$ cat config.mk
export PLATFORM = sky130hd
export DESIGN_NAME = note_seq_ctrl
export DESIGN_NICKNAME = d
export VERILOG_FILES = /design/src/rtl/note_seq_pkg.sv /design/src/rtl/note_seq_accum.sv /design/src/rtl/note_seq_ctrl.sv
export SDC_FILE = /design/constraint.sdc
export NUM_CORES = 1
export LEC_CHECK = 0
export CAP_MARGIN = 0
export CORE_MARGIN = 5
export CORE_UTILIZATION = 47
export CTS_CLUSTER_SIZE = 24
export DETAILED_ROUTE_END_ITERATION = 10
export PLACE_DENSITY_LB_ADDON = 0.1
export SYNTH_ARGS = -nofsm -noshare
export SYNTH_HDL_FRONTEND = slang
export SYNTH_SLANG_ARGS = --single-unit
$ cat constraint.sdc
create_clock -name clk_i -period 2.65 [get_ports clk_i]
set_input_delay 0.3975 -clock clk_i [delete_from_list [all_inputs] [get_ports clk_i]]
set_output_delay 0.3975 -clock clk_i [all_outputs]
set_load 0.005 [all_outputs]
$ cat src/rtl/note_seq_pkg.sv
// Shared constants for the note RAM record/playback sequencer.
package note_seq_pkg;

  localparam int unsigned NsAddrW = 6;
  localparam int unsigned NsDataW = 32;
  localparam int unsigned NsDepth = 2 ** NsAddrW;

  // State codes double as the HEX debug display value.
  localparam logic [2:0] StIdle      = 3'd0;
  localparam logic [2:0] StRec       = 3'd1;
  localparam logic [2:0] StPlayWait  = 3'd2;
  localparam logic [2:0] StPlayFetch = 3'd3;
  localparam logic [2:0] StPlayHold  = 3'd4;

endpackage

$ cat src/rtl/note_seq_accum.sv
// Chord OR-accumulator; word_o is the value a tick in this cycle would capture.
module note_seq_accum
  import note_seq_pkg::*;
#(
  parameter int unsigned DATA_W = NsDataW
) (
  input  logic              clk_i,
  input  logic              rst_ni,
  input  logic              clr_i,
  input  logic              en_i,
  input  logic              cap_i,
  input  logic [DATA_W-1:0] note_i,
  output logic [DATA_W-1:0] word_o
);

  logic [DATA_W-1:0] acc_d, acc_q;

  assign word_o = acc_q | note_i;

  always_comb begin
    acc_d = acc_q;
    if (clr_i || cap_i) begin
      acc_d = '0;
    end else if (en_i) begin
      acc_d = word_o;
    end
  end

  always_ff @(posedge clk_i or negedge rst_ni) begin
    if (!rst_ni) begin
      acc_q <= '0;
    end else begin
      acc_q <= acc_d;
    end
  end

endmodule

$ cat src/rtl/note_seq_ctrl.sv
// Record/playback sequencer for the single-port note RAM.
// Define NOTE_SEQ_LOOP_EN to make playback wrap to the first word instead of stopping.
module note_seq_ctrl
  import note_seq_pkg::*;
#(
  parameter int unsigned ADDR_W = NsAddrW,
  parameter int unsigned DATA_W = NsDataW,
  parameter int unsigned RD_LAT = 1
) (
  input  logic              clk_i,
  input  logic              rst_ni,
  input  logic              tick_i,
  input  logic              cmd_record_i,
  input  logic              cmd_play_i,
  input  logic              cmd_stop_i,
  input  logic [DATA_W-1:0] note_in_i,
  output logic [ADDR_W-1:0] mem_addr_o,
  output logic [DATA_W-1:0] mem_wdata_o,
  output logic              mem_we_o,
  input  logic [DATA_W-1:0] mem_rdata_i,
  output logic [DATA_W-1:0] note_out_o,
  output logic              note_valid_o,
  input  logic              audio_ready_i,
  output logic [ADDR_W:0]   rec_len_o,
  output logic              full_o,
  output logic              overrun_o,
  output logic [2:0]        state_o
);

  localparam logic [ADDR_W-1:0] PtrOne = ADDR_W'(1);
  localparam logic [ADDR_W:0]   LenOne = (ADDR_W + 1)'(1);
  localparam logic [1:0]        LatEnd = 2'(RD_LAT);

  logic [2:0]        state_d, state_q;
  logic [ADDR_W-1:0] wr_ptr_d, wr_ptr_q;
  logic [ADDR_W-1:0] rd_ptr_d, rd_ptr_q;
  logic [ADDR_W:0]   rec_len_d, rec_len_q;
  logic [ADDR_W-1:0] mem_addr_d, mem_addr_q;
  logic [DATA_W-1:0] mem_wdata_d, mem_wdata_q;
  logic              mem_we_d, mem_we_q;
  logic [DATA_W-1:0] note_out_d, note_out_q;
  logic              note_valid_d, note_valid_q;
  logic              full_d, full_q;
  logic              overrun_d, overrun_q;
  logic [1:0]        lat_d, lat_q;

  logic              acc_clr, acc_en, acc_cap;
  logic [DATA_W-1:0] acc_word;

  note_seq_accum #(
    .DATA_W(DATA_W)
  ) u_accum (
    .clk_i  (clk_i),
    .rst_ni (rst_ni),
    .clr_i  (acc_clr),
    .en_i   (acc_en),
    .cap_i  (acc_cap),
    .note_i (note_in_i),
    .word_o (acc_word)
  );

  always_comb begin
    state_d      = state_q;
    wr_ptr_d     = wr_ptr_q;
    rd_ptr_d     = rd_ptr_q;
    rec_len_d    = rec_len_q;
    mem_addr_d   = mem_addr_q;
    mem_wdata_d  = mem_wdata_q;
    mem_we_d     = 1'b0;
    note_out_d   = note_out_q;
    note_valid_d = note_valid_q;
    full_d       = full_q;
    overrun_d    = overrun_q;
    lat_d        = lat_q;
    acc_clr      = 1'b0;
    acc_en       = 1'b0;
    acc_cap      = 1'b0;

    if (cmd_stop_i) begin
      state_d      = StIdle;
      note_valid_d = 1'b0;
      note_out_d   = '0;
      acc_clr      = 1'b1;
    end else begin
      case (state_q)
        StIdle: begin
          if (cmd_record_i) begin
            wr_ptr_d  = '0;
            rec_len_d = '0;
            full_d    = 1'b0;
            acc_clr   = 1'b1;
            state_d   = StRec;
          end else if (cmd_play_i && (rec_len_q != '0)) begin
            rd_ptr_d  = '0;
            overrun_d = 1'b0;
            state_d   = StPlayWait;
          end
        end
        StRec: begin
          acc_en = 1'b1;
          if (tick_i) begin
            acc_cap     = 1'b1;
            mem_we_d    = 1'b1;
            mem_addr_d  = wr_ptr_q;
            mem_wdata_d = acc_word;
            wr_ptr_d    = wr_ptr_q + PtrOne;
            rec_len_d   = {1'b0, wr_ptr_q} + LenOne;
            if (&wr_ptr_q) begin
              full_d  = 1'b1;
              state_d = StIdle;
            end
          end
        end
        StPlayWait: begin
          if (tick_i) begin
            mem_addr_d = rd_ptr_q;
            lat_d      = '0;
            state_d    = StPlayFetch;
          end
        end
        StPlayFetch: begin
          if (tick_i) begin
            overrun_d = 1'b1;
          end
          // Address is on the bus in the first fetch cycle; data trails it by RD_LAT cycles.
          if (lat_q == LatEnd) begin
            note_out_d   = mem_rdata_i;
            note_valid_d = 1'b1;
            state_d      = StPlayHold;
          end else begin
            lat_d = lat_q + 2'd1;
          end
        end
        StPlayHold: begin
          if (tick_i) begin
            overrun_d = 1'b1;
          end
          if (note_valid_q && audio_ready_i) begin
            note_valid_d = 1'b0;
            if ({1'b0, rd_ptr_q} == rec_len_q - LenOne) begin
`ifdef NOTE_SEQ_LOOP_EN
              rd_ptr_d = '0;
              state_d  = StPlayWait;
`else
              note_out_d = '0;
              state_d    = StIdle;
`endif
            end else begin
              rd_ptr_d = rd_ptr_q + PtrOne;
              state_d  = StPlayWait;
            end
          end
        end
        default: begin
          state_d = StIdle;
        end
      endcase
    end
  end

  always_ff @(posedge clk_i or negedge rst_ni) begin
    if (!rst_ni) begin
      state_q      <= StIdle;
      wr_ptr_q     <= '0;
      rd_ptr_q     <= '0;
      rec_len_q    <= '0;
      mem_addr_q   <= '0;
      mem_wdata_q  <= '0;
      mem_we_q     <= 1'b0;
      note_out_q   <= '0;
      note_valid_q <= 1'b0;
      full_q       <= 1'b0;
      overrun_q    <= 1'b0;
      lat_q        <= '0;
    end else begin
      state_q      <= state_d;
      wr_ptr_q     <= wr_ptr_d;
      rd_ptr_q     <= rd_ptr_d;
      rec_len_q    <= rec_len_d;
      mem_addr_q   <= mem_addr_d;
      mem_wdata_q  <= mem_wdata_d;
      mem_we_q     <= mem_we_d;
      note_out_q   <= note_out_d;
      note_valid_q <= note_valid_d;
      full_q       <= full_d;
      overrun_q    <= overrun_d;
      lat_q        <= lat_d;
    end
  end

  assign mem_addr_o   = mem_addr_q;
  assign mem_wdata_o  = mem_wdata_q;
  assign mem_we_o     = mem_we_q;
  assign note_out_o   = note_out_q;
  assign note_valid_o = note_valid_q;
  assign rec_len_o    = rec_len_q;
  assign full_o       = full_q;
  assign overrun_o    = overrun_q;
  assign state_o      = state_q;

endmodule

==> impl_metrics.tcl <==
set metrics [dict create \
    status "finished, final reports clean" \
    min_period_ps 2394 \
    n_antenna_cell 0 \
    grt_overflow_total 0 \
    finalSetupTns_ps 0 \
    fmax_ghz 0.4177 \
    postSynthAreaPerCell_sq_um 10.94 \
    core_sq_mm 0.01094 \
    syn-cell-area_sq_mm 0.005274 \
    setup_viol 0 \
    dieHeight_microns 115.9 \
    async_flop_share 1.000 \
    r2r-start "wr_ptr_q[2]" \
    cts_buffers 17 \
    dp_hpwl_microns 9280 \
    grt_pass1_wl_microns 22060 \
    hold_viol_final 0 \
    nFillCells 848 \
    first_pass_iters 4 \
    end_kind "register" \
    required_ps 2940 \
    gp_congestion 0.8190 \
    synth_nets 558 \
    finalClockSkew_ps 10.23 \
    clock_sinks 124 \
    slew_headroom 0.4718 \
    drv_slew 0 \
    cts_resized 0 \
    grt_max_degree 69 \
    insertion_delay_ps 410 \
    wirelength_microns 13620 \
    regToRegEndpoint "note_out_o[10]" \
    ant_nets 0 \
    setup.worst_path.class "register to register" \
    p_per_area_mw_per_mm2 840.0 \
    synth-seq-area-share 0.5884 \
    syn_inst 482 \
    rsz0062_at_grt "false" \
    drc 0 \
    ioPinCount 155 \
    synthTopCellsByArea "dfrtp_1 59%, a22o_1 10%, o21ai_0 4.4%" \
    startpoint_type "register" \
    htree_levels 4 \
    fp.dieW_microns 115.9 \
    nNetsFinal 714 \
    start_util 0.4823 \
    worst_r2r_path_depth 7 \
    yosysMostFrequentCell "dfrtp_1" \
    ff_latch_area_sq_mm 0.003103 \
    area_delta_synth_final_pct 44.82 \
    cts_tree "done" \
    crit_arrival_ps 2680 \
    place.port_buffers 154 \
    cts-root-buf "clkbuf_16" \
    synth_warnings 0 \
    clock_path_buffers 2 \
    path_max_fanout 32 \
    fp-row-count 38 \
    cts_hold_buf 0 \
    synth_largest_area_cell "dfrtp_1" \
    ys_seq_elements 124 \
    finalCritPeriodShare 0.9034 \
    via_per_inst 5.394 \
    first_iter_violations 243 \
    track_usage 0.2089 \
    synth_top_area_share 0.5884 \
    ys.flop_type "dfrtp_1" \
    synth_edf_count 0 \
    dr_total_vias 4267 \
    peakVddDrop_mv 0.4762 \
    antenna_found_initial 0 \
    multi_input_area_sq_mm 0.001972 \
    leakage_nw 3.435 \
    max_cap_violations 0 \
    finalPower_mw 6.415 \
    rrSetupSlack_ps 260 \
    layout-drive-gt1-share 0.09063 \
    tightest_slew_ps 789.4 \
    die_area_sq_mm 0.01344 \
    synth_commonest_cells "124 x dfrtp_1, 63 x a22o_1, 49 x nand2_1" \
    avgRoutedWirePerCell_microns 17.22 \
    clk_pin_slew_worst_paths_ps 50 \
    post-cts-setup-buffer-count 0 \
    hp-class "input pin to async pin" \
    netlist-cell-type-count 46 \
    grt_pass1_vias 4464 \
]
==> flip-flops by register name, summed over array words and instances (netlist names) <==
register       flops
rec_len_o          2
lat_q              2
state_o            3
note_out_o        32
u_accum.acc_q     32
full_o             1
rd_ptr_q           6
wr_ptr_q           5
note_valid_o       1
mem_addr_o         6
mem_we_o           1
overrun_o          1
mem_wdata_o       32
==> worst max-delay path, stage by stage, from the launching register on <==
cell and delay, ps:
dfrtp_1 520, nor2b_1 210, or3_1 320, a31o_2 290, o41ai_4 380, a21oi_2 90
buf_4 240, a22o_1 220
==> per-stage QoR <==
step | area (sq um) | utilization | setup WS (ps) | instances | hold WS, ps
after floorplan | 5274 | - | 298.3 | 482 | 101.9
after CTS | 7637 | 0.6984 | 265.1 | 791 | 80.71
after global placement | 6967 | 0.6371 | 334.8 | 759 | 463.4
after global routing | 7637 | 0.6984 | 121.9 | 791 | 108.1
final | 7637 | 0.6984 | 256.0 | 791 | 45.30
after detailed placement | 6967 | 0.6371 | 277.5 | 759 | 470.0
==> metal layers <==
metal,up-vias,GRT usage,wire length [microns]
met5,-,0,0
met4,0,0.07038,172
met3,15,0.06162,1008
met2,143,0.3326,6482
met1,2070,0.2754,5957
li1,2039,-,-
==> report_power, final <==
part	switching, mW	leakage (nW)	internal, mW	total [mW]
Combinational	0.582	1.45	0.798	1.38
Sequential	0.211	1.67	2.21	2.42
Clock	0.844	0.314	1.77	2.62
Total	1.64	3.43	4.78	6.42
==> cell type report <==
type                    count  share of cell area
well taps                 140             0.02294
clock inverters            13             0.03113
inverters                  14            0.006881
repair buffers            169              0.2179
multi-input cells         312              0.2582
flip-flops and latches    124              0.4063
clock buffers              19             0.05668
==> cells by family (layout without fill, tap and decap cells) <==
group | count (synthesis) | count (layout) | share of synthesized area
AO/OA/AOI/OAI | 145 | 145 | 0.1988
XOR/XNOR | 12 | 12 | 0.02135
adder cells (fa/ha/maj) | 5 | 5 | 0.01186
buffers and inverters | 46 | 215 | 0.03986
flip-flops | 124 | 124 | 0.5884
multiplexers | 8 | 8 | 0.01518
AND/OR/NAND/NOR | 142 | 142 | 0.1246
==> how the worst max path moves through the flow <==
stage / start / endpoint / slack [ps]
6_report: wr_ptr_q[2] / note_out_o[10] / 260
4_1_cts: wr_ptr_q[0] / note_out_o[10] / 270
3_3_place_gp: cmd_play_i / rd_ptr_q[3] / 330
5_1_grt: wr_ptr_q[2] / note_out_o[10] / 120
2_1_floorplan: wr_ptr_q[0] / note_out_o[10] / 300
3_5_place_dp: wr_ptr_q[0] / note_out_o[11] / 280
==> layout by cell type, fill, tap and decap left out, types with 6 or more instances in the layout <==
cell type,Yosys,layout
nor2_1,48,46
xor2_1,9,9
o21ai_0,46,46
clkbuf_16,0,17
a22o_1,63,63
clkdlybuf4s50_1,0,153
nor3_1,10,9
nand3_1,6,6
dfrtp_1,124,124
inv_1,14,14
buf_4,1,15
a21oi_1,11,11
mux2i_1,8,8
nand2_1,49,49
bufinv_16,0,6
No activity file was read; power rests on OpenSTA's default activity.
